`src/rtl/spi_burst_rx.sv`:
```
// Burst-clock serial receiver: oversamples sclk_in/sdata_in, assembles MSB-first words
// and buffers them in a show-ahead FIFO; a frame-gap timeout discards partial words.
module spi_burst_rx #(
    parameter int WORD_BITS  = 16,
    parameter int FIFO_DEPTH = 4,
    parameter int GAP_CYCLES = 64
) (
    input  logic                 clk_in,
    input  logic                 rst,
    input  logic                 sclk_in,
    input  logic                 sdata_in,
    input  logic                 rd_en,
    output logic [WORD_BITS-1:0] dout,
    output logic                 empty,
    output logic                 full,
    output logic                 busy,
    output logic                 frame_err,
    output logic                 overflow
);

    localparam int AW = $clog2(FIFO_DEPTH);
    localparam int CW = $clog2(WORD_BITS);
    localparam int TW = $clog2(GAP_CYCLES);
    localparam logic [CW-1:0] BIT_LAST = CW'(WORD_BITS - 1);
    localparam logic [TW-1:0] GAP_LAST = TW'(GAP_CYCLES - 1);

    typedef enum logic {IDLE, SHIFT} state_t;

    state_t                state, state_nxt;
    logic   [CW-1:0]       bit_cnt, bit_cnt_nxt;
    logic   [TW-1:0]       gap_tmr, gap_tmr_nxt;
    logic                  cap, push_nxt, ferr_nxt;

    logic                  sclk_p0, sclk_p1, sclk_p2;
    logic                  sdata_p0, sdata_p1;
    logic                  rise;
    logic [WORD_BITS-2:0]  shreg;
    logic [WORD_BITS-1:0]  shift_word;

    logic [WORD_BITS-1:0]  word_p3;
    logic                  vld_p3;

    logic [WORD_BITS-1:0]  mem [FIFO_DEPTH];
    logic [AW:0]           wr_ptr, rd_ptr;
    logic                  pop, wr_ok;

    // Stage p0/p1: two-flop synchronizers; p2: previous sclk for rise detection
    always_ff @(posedge clk_in or posedge rst) begin
        if (rst) begin
            sclk_p0  <= 1'b0;
            sclk_p1  <= 1'b0;
            sclk_p2  <= 1'b0;
            sdata_p0 <= 1'b0;
            sdata_p1 <= 1'b0;
        end else begin
            sclk_p0  <= sclk_in;
            sclk_p1  <= sclk_p0;
            sclk_p2  <= sclk_p1;
            sdata_p0 <= sdata_in;
            sdata_p1 <= sdata_p0;
        end
    end

    assign rise       = sclk_p1 & ~sclk_p2;
    assign shift_word = {shreg, sdata_p1};

    always_ff @(posedge clk_in or posedge rst) begin
        if (rst) begin
            state     <= IDLE;
            bit_cnt   <= '0;
            gap_tmr   <= '0;
            frame_err <= 1'b0;
            vld_p3    <= 1'b0;
        end else begin
            state     <= state_nxt;
            bit_cnt   <= bit_cnt_nxt;
            gap_tmr   <= gap_tmr_nxt;
            frame_err <= ferr_nxt;
            vld_p3    <= push_nxt;
        end
    end

    // A rise always takes priority over a simultaneous timeout
    always_comb begin
        state_nxt   = state;
        bit_cnt_nxt = bit_cnt;
        gap_tmr_nxt = gap_tmr;
        cap         = 1'b0;
        push_nxt    = 1'b0;
        ferr_nxt    = 1'b0;
        case (state)
            IDLE: begin
                bit_cnt_nxt = '0;
                gap_tmr_nxt = '0;
                if (rise) begin
                    cap         = 1'b1;
                    bit_cnt_nxt = CW'(1);
                    state_nxt   = SHIFT;
                end
            end
            SHIFT: begin
                if (rise) begin
                    cap         = 1'b1;
                    gap_tmr_nxt = '0;
                    if (bit_cnt == BIT_LAST) begin
                        push_nxt    = 1'b1;
                        bit_cnt_nxt = '0;
                        state_nxt   = IDLE;
                    end else begin
                        bit_cnt_nxt = bit_cnt + 1'b1;
                    end
                end else if (gap_tmr == GAP_LAST) begin
                    ferr_nxt    = 1'b1;
                    bit_cnt_nxt = '0;
                    gap_tmr_nxt = '0;
                    state_nxt   = IDLE;
                end else begin
                    gap_tmr_nxt = gap_tmr + 1'b1;
                end
            end
            default: state_nxt = IDLE;
        endcase
    end

    assign busy = (state == SHIFT);

    // Stage p3: completed word registered one cycle before it enters the FIFO
    always_ff @(posedge clk_in) begin
        if (cap)
            shreg <= shift_word[WORD_BITS-2:0];
        if (push_nxt)
            word_p3 <= shift_word;
        if (wr_ok)
            mem[wr_ptr[AW-1:0]] <= word_p3;
    end

    assign empty = (wr_ptr == rd_ptr);
    assign full  = (wr_ptr[AW-1:0] == rd_ptr[AW-1:0]) && (wr_ptr[AW] != rd_ptr[AW]);
    assign pop   = rd_en & ~empty;
    assign wr_ok = vld_p3 & (~full | pop);
    assign dout  = empty ? '0 : mem[rd_ptr[AW-1:0]];

    always_ff @(posedge clk_in or posedge rst) begin
        if (rst) begin
            wr_ptr   <= '0;
            rd_ptr   <= '0;
            overflow <= 1'b0;
        end else begin
            if (wr_ok)
                wr_ptr <= wr_ptr + 1'b1;
            if (pop)
                rd_ptr <= rd_ptr + 1'b1;
            if (vld_p3 && full && !pop)
                overflow <= 1'b1;
        end
    end

endmodule

```
`config.mk`:
```
export PLATFORM = sky130hd
export DESIGN_NAME = spi_burst_rx
export DESIGN_NICKNAME = d
export VERILOG_FILES = /design/src/rtl/spi_burst_rx.sv
export SDC_FILE = /design/constraint.sdc
export NUM_CORES = 1
export LEC_CHECK = 0
export CORE_ASPECT_RATIO = 1.2
export CORE_MARGIN = 2
export CORE_UTILIZATION = 25
export CTS_BUF_LIST = sky130_fd_sc_hd__clkbuf_2 sky130_fd_sc_hd__clkbuf_4 sky130_fd_sc_hd__clkbuf_8
export DETAILED_ROUTE_END_ITERATION = 16
export PLACE_DENSITY = 0.49
export SYNTH_ARGS = -nofsm -noshare
export SYNTH_HDL_FRONTEND = slang
export SYNTH_SLANG_ARGS = --single-unit
```
`constraint.sdc`:
```
create_clock -name clk_in -period 2.3 [get_ports clk_in]
set_input_delay 0.345 -clock clk_in [delete_from_list [all_inputs] [get_ports clk_in]]
set_output_delay 0.345 -clock clk_in [all_outputs]
set_load 0.02 [all_outputs]
```
Word level (Yosys, flattened, before mapping)

Memories as Yosys holds them, arrays and structs flattened.
Index checks and enable logic that the tools add are counted.

Output and inout port bits: 21
Memories: 1
Bits in read-only memories: 0
Flip-flop bits (word level): 56
Bits in latches: 0
Logic and storage cells: 60
Bits in writable memories: 64
Bits of input ports: 5

Memories:

| name | depth | width | read ports | clocked after memory_dff | wr ports | line | text |
|---|---|---|---|---|---|---|---|
| mem  | 4     | 16    | 1          | 0                        | 1        | 43   | `logic [WORD_BITS-1:0] mem [FIFO_DEPTH];` |

Reductions and logical operators: 4
Bitwise logic cells: 8
Equality and inequality tests: 6
$mul: 0
Add/sub/neg operators: 4
Div/mod/pow operators: 0
Shifts and indexed selects: 0
Multiplexer cells: 22
Order comparisons: 0

Operator list:

| kind                                                             | count |
|---|---|
| 16-bit 2-to-1 mux                                                | 1 |
| 1-bit 2-to-1 mux                                                 | 13 |
| 4-bit 2-to-1 mux                                                 | 3 |
| 6-bit 2-to-1 mux                                                 | 2 |
| 6-bit case mux with 2 select lines                               | 1 |
| 4-bit case mux with 2 select lines                               | 1 |
| 3-bit by 1-bit adder with 3-bit output (second input constant)   | 2 |
| 6-bit by 1-bit adder with 6-bit output (second input constant)   | 1 |
| 6-bit equality test (second input constant)                      | 1 |
| 4-bit by 1-bit adder with 4-bit output (second input constant)   | 1 |
| 4-bit equality test (second input constant)                      | 1 |
| 1-bit inverter                                                   | 4 |
| 1-bit bitwise AND                                                | 3 |
| 3-bit equality test                                              | 1 |
| 1-bit logical AND                                                | 3 |
| 3-bit by 1-bit != test with 1-bit output (second input constant) | 1 |
| 2-bit equality test                                              | 1 |
| 1-bit case mux with 2 select lines                               | 1 |
| 1-bit logical NOT                                                | 1 |
| 1-bit != test                                                    | 1 |
| 1-bit bitwise OR                                                 | 1 |

Longest topological paths before layout

Gate-level depths: netlist (run 1).

Depth after elaboration: 7
Mapped depth: 5
Gate-level depth less buffers: 4

Worst setup path before layout (run 1)

OpenSTA, ideal clock, no wires.

Path kind: register to register
Start point: register sclk_p2
End point: register word_p3[0], enable pin
Data required time: 1.925 ns
Clock period less this slack: 2.008 ns
Stages on the path, launching flop included: 5
Buffers on the path: 1
Arrival time: 1.632 ns
Setup time: 0.375 ns
Slack: 0.292 ns
Cell sequence: dfrtp_1 -> nand2b_1 -> clkbuf_1 -> inv_1 -> and3_1

Longest elaborated chain between the ends: 4

Ends and longest elaborated chain:

| item                   | line | text |
|---|---|---|
| from (decl)            | 34   | `logic sclk_p0, sclk_p1, sclk_p2;` |
| from (signal assigned) | 58   | `sclk_p2 <= sclk_p1;` |
| 1-bit inverter         | 64   | `assign rise = sclk_p1 & ~sclk_p2;` |
| 1-bit bitwise AND      | 64   |  |
| 1-bit 2-to-1 mux       | 102  | `if (rise) begin` |
| 1-bit 2-to-1 mux       | 91   | `case (state)` |
| named net push_nxt     | 32   | `logic cap, push_nxt, ferr_nxt;` |
| to (signal assigned)   | 132  | `word_p3 <= shift_word;` |
| to (decl)              | 40   | `logic [WORD_BITS-1:0] word_p3;` |

The timed path passes the listed nets, and every way through them passes these cells.
A chain may end at the register's enable or synchronous reset.

Final worst setup path (run 1)

Start point: register rd_ptr[0]
End point: output port dout[9]

Longest elaborated chain between the ends: 2
Elaborated cells between the ends (all ways): 3
Those cells by class: eq/ne: 1; mux: 1; memory: 1

Ends and longest elaborated chain:

| item                                                     | line | text |
|---|---|---|
| from (decl)                                              | 44   | `logic [AW:0] wr_ptr, rd_ptr;` |
| from (signal assigned)                                   | 152  | `rd_ptr <= rd_ptr + 1'b1;` |
| memory 4 x 16 bit or 3-bit equality test (tied branches) | --   |  |
| 16-bit 2-to-1 mux (*)                                    | 141  | `assign dout = empty ? '0 : mem[rd_ptr[AW-1:0]];` |
| to (decl)                                                | 13   | `output logic [WORD_BITS-1:0] dout,` |

Every way passes the cells marked *; elsewhere a longest branch is shown, timed or not.

==> results of run 1 <==
[synthesized netlist by cell type, drive strengths merged (4+ instances only)]
master	number	area [um^2]
edfxtp	95	2850
dfrtp	25	626
mux4	16	360
nor2b	16	100
and3	7	43.8
ha	7	87.6
inv	6	22.5
a21oi	5	25.0
nand2	5	18.8
nor3	5	30.0
xnor2	5	43.8
xor2	5	70.1
buf	4	32.5
nand3	4	20.0
o21ai	4	20.0
[worst reg2reg max path: cells and delay by family, from the launching register on]
| kind | cells | cell delay [ns] |
|---|---|---|
| simple gates | 2 | 0.76 |
| xor+xnor | 1 | 0.19 |
| flops | 1 | 0.44 |
| buf+inv | 3 | 0.52 |
[routing by layer]
metal  track usage [%]  wire (um)
met1              9.15       3230
met2              16.2       4170
met3              2.95        241
met4              4.95        129
met5                 0          0
[power groups by stage]
stage | Clock, uW | Sequential (uW) | Combinational (uW)
after detailed placement | 0 | 2590 | 1820
after floorplan | 0 | 2560 | 1140
final | 1660 | 2560 | 1650
after global routing | 1830 | 2580 | 1800
after global placement | 0 | 2590 | 1810
after CTS | 1730 | 2560 | 1750
[cells by family after synthesis]
kind of cell | Yosys count | share of synthesized area [%]
flip-flops | 120 | 76.6
AND/OR/NAND/NOR | 47 | 6.06
AO/OA/AOI/OAI | 21 | 3.09
multiplexers | 18 | 8.43
buffers and inverters | 12 | 1.38
XOR/XNOR | 10 | 2.51
adder cells (fa/ha/maj) | 7 | 1.93
[sequential cells by signal (all words and copies together), names as in the netlist, 3 cells and up]
signal	count
shreg	15
mem	64
rd_ptr	3
wr_ptr	3
gap_tmr	6
bit_cnt	4
word_p3	16
[stage by stage]
step | setup WS (ns) | utilization [%]
6_report | 0.142 | 30.7
5_1_grt | 0.0428 | 30.7
4_1_cts | -0.0253 | 30.9
3_5_place_dp | 0.0611 | 29.0
3_3_place_gp | 0.113 | 29.0
2_1_floorplan | 0.292 | -
[worst max path at each step]
stage / slack, ns / end / start / cells after the start
after floorplan: 0.29 / word_p3[0] / sclk_p2 / 4
after global placement: 0.11 / dout[9] / rd_ptr[0] / 6
after detailed placement: 0.06 / dout[9] / rd_ptr[0] / 6
after CTS: -0.03 / dout[9] / rd_ptr[0] / 4
after global routing: 0.04 / dout[5] / rd_ptr[0] / 4
final: 0.14 / dout[9] / rd_ptr[0] / 6
[cell type report]
type / count / area (um^2) / share of cell area, %
inverter: 6 / 22.5 / 0.408
clock buffer: 18 / 241 / 4.38
tap: 224 / 280 / 5.08
timing repair buffer: 40 / 368 / 6.67
clock inverter: 14 / 108 / 1.95
multi-input combinational: 103 / 1020 / 18.4
sequential: 120 / 3480 / 63.1
[repair_timing]
action                     4_1_cts  5_1_grt
pin swaps                        0        0
hold buffers                     0        0
setup endpoints to repair       18        9
setup buffers                    1        0
resized for setup               68       12
==> flow_summary.toml, run 1 <==
[run_status]
outcome = "completed"

[critical_path]
critPathMaxStageDelay_ns = 0.44
critPathTopFamily = "buffers and inverters"
cp_data_required_time_ns = 1.96
critPathKind = "flop to primary output"
r2r_slack_ns = 0.15
cp-end-kind = "primary output"
slowest_stage = "dfrtp_2"
critical_path_arrival_ns = 1.81
r2r_end = "mem[3][7]"
r2r_start = "rd_ptr[0]"
path_buf_inv = 3
start_kind = "flop"
cp_max_fo = 17
ff2ff_path_depth = 6
crit_chain = "buf_4 -> xor2_4 -> nor3_4 -> buf_12 -> nor2b_1 -> buf_2"

[cells_and_area]
fin_cells = 525
area_growth_pct = 21.5
drive_gt1_share_pct = 27.9
mostFrequentLayoutCells = "95 x edfxtp_1, 24 x dfrtp_1, 17 x clkbuf_8, 17 x buf_2"
final_cell_area_um2 = 5520
nets = 300
fill_cells = 1773
final_common_cell = "edfxtp_1"
num_antenna_cells = 0

[cts]
path_clk_slew_ns = 0.07
cts_buffers = 17
cts_sinks = 120
clock-root-buffer = "clkbuf_8"
clock_path_buffers = 2
cts.htree.levels = 4
cts_tree = "yes"
clk-insertion-delay-late_ns = 0.42

[placed_design]
placed_area_um2 = 5210
place_hpwl_um = 4660
place.gp.congestion = 0.755
dp.cells = 492
io_buffers = 25

[sta]
fin_crit_sh_pct = 93.8
finClkSkew_ns = 0.0100
rsz0062_at_grt = "no"
fin_crit_ns = 2.16
tns_ns = 0
hold_ws_ns = 0.271
relSlewSlack_pct = 66.2
tightest_slew_ns = 0.501
finalSetupViolCount = 0
hold_viol = 0
timing.fmax_mhz = 463
slew_violations = 0

[die]
fp.dieH_um = 152
io_pins = 26
core_um2 = 18000
initial_core_util_pct = 25.3
die_w_um = 127
die-area_um2 = 19300
num_rows = 54

[pwr]
p_switching_uw = 1800
clockPowerShare_pct = 28.3
p_per_area_nw_per_um2 = 1060
finalPower_uw = 5870
p_int_uw = 4070
peakVddDrop_v = 0.000256
combPwrFrac_pct = 28.0
pwr-share-seq_pct = 43.6
switching_share_pct = 30.6
leakage_uw = 0.00193

[drt]
vias_per_cell = 4.12
avgRoutedWirePerCell_um = 14.8
detail-route-antenna-nets = 0
num_vias = 2164
drt_first_pass_iters = 4
dr.first_iter.drc_count = 95
drc = 0
drt-total-wl_um = 7770

[synth]
postSynth.asyncResetShare_pct = 20.8
syn_area_um2 = 4540
synth_fp_nets = 247
syn-mean-instance-area_um2 = 19.3
synth_edf_count = 95
syn_inst = 235
ys.flop_type = "edfxtp_1"
synth-seq-cells = 120
synth_cell_types = 38
yosysWarnings = 0
seq_area_frac_synth_pct = 76.6

[global_routing]
overflow = 0
grt_pass1_wl_um = 12400
grt_antenna_before_repair = 0
grt_util_all_layers_pct = 8.95
grt_start_max_net_pins = 26
grt_pass1_vias = 2310

[flow_run]
cap_violations = 0

[worst_hold_path]
hp-class = "input pin to asynchronous set/reset pin"
Note: power is estimated with default switching activity, not from simulation.
==> run 2, diff against run 1 <==
Settings changed: CAP_MARGIN from default to 40.
==> results of run 2 <==
Final layout, timing and power as in run 1 (identical DEF).
==> run 3, diff against run 2 <==
Settings changed: CAP_MARGIN 40 to 20.
==> results of run 3 <==
Final layout, timing and power as in run 1 (identical DEF).
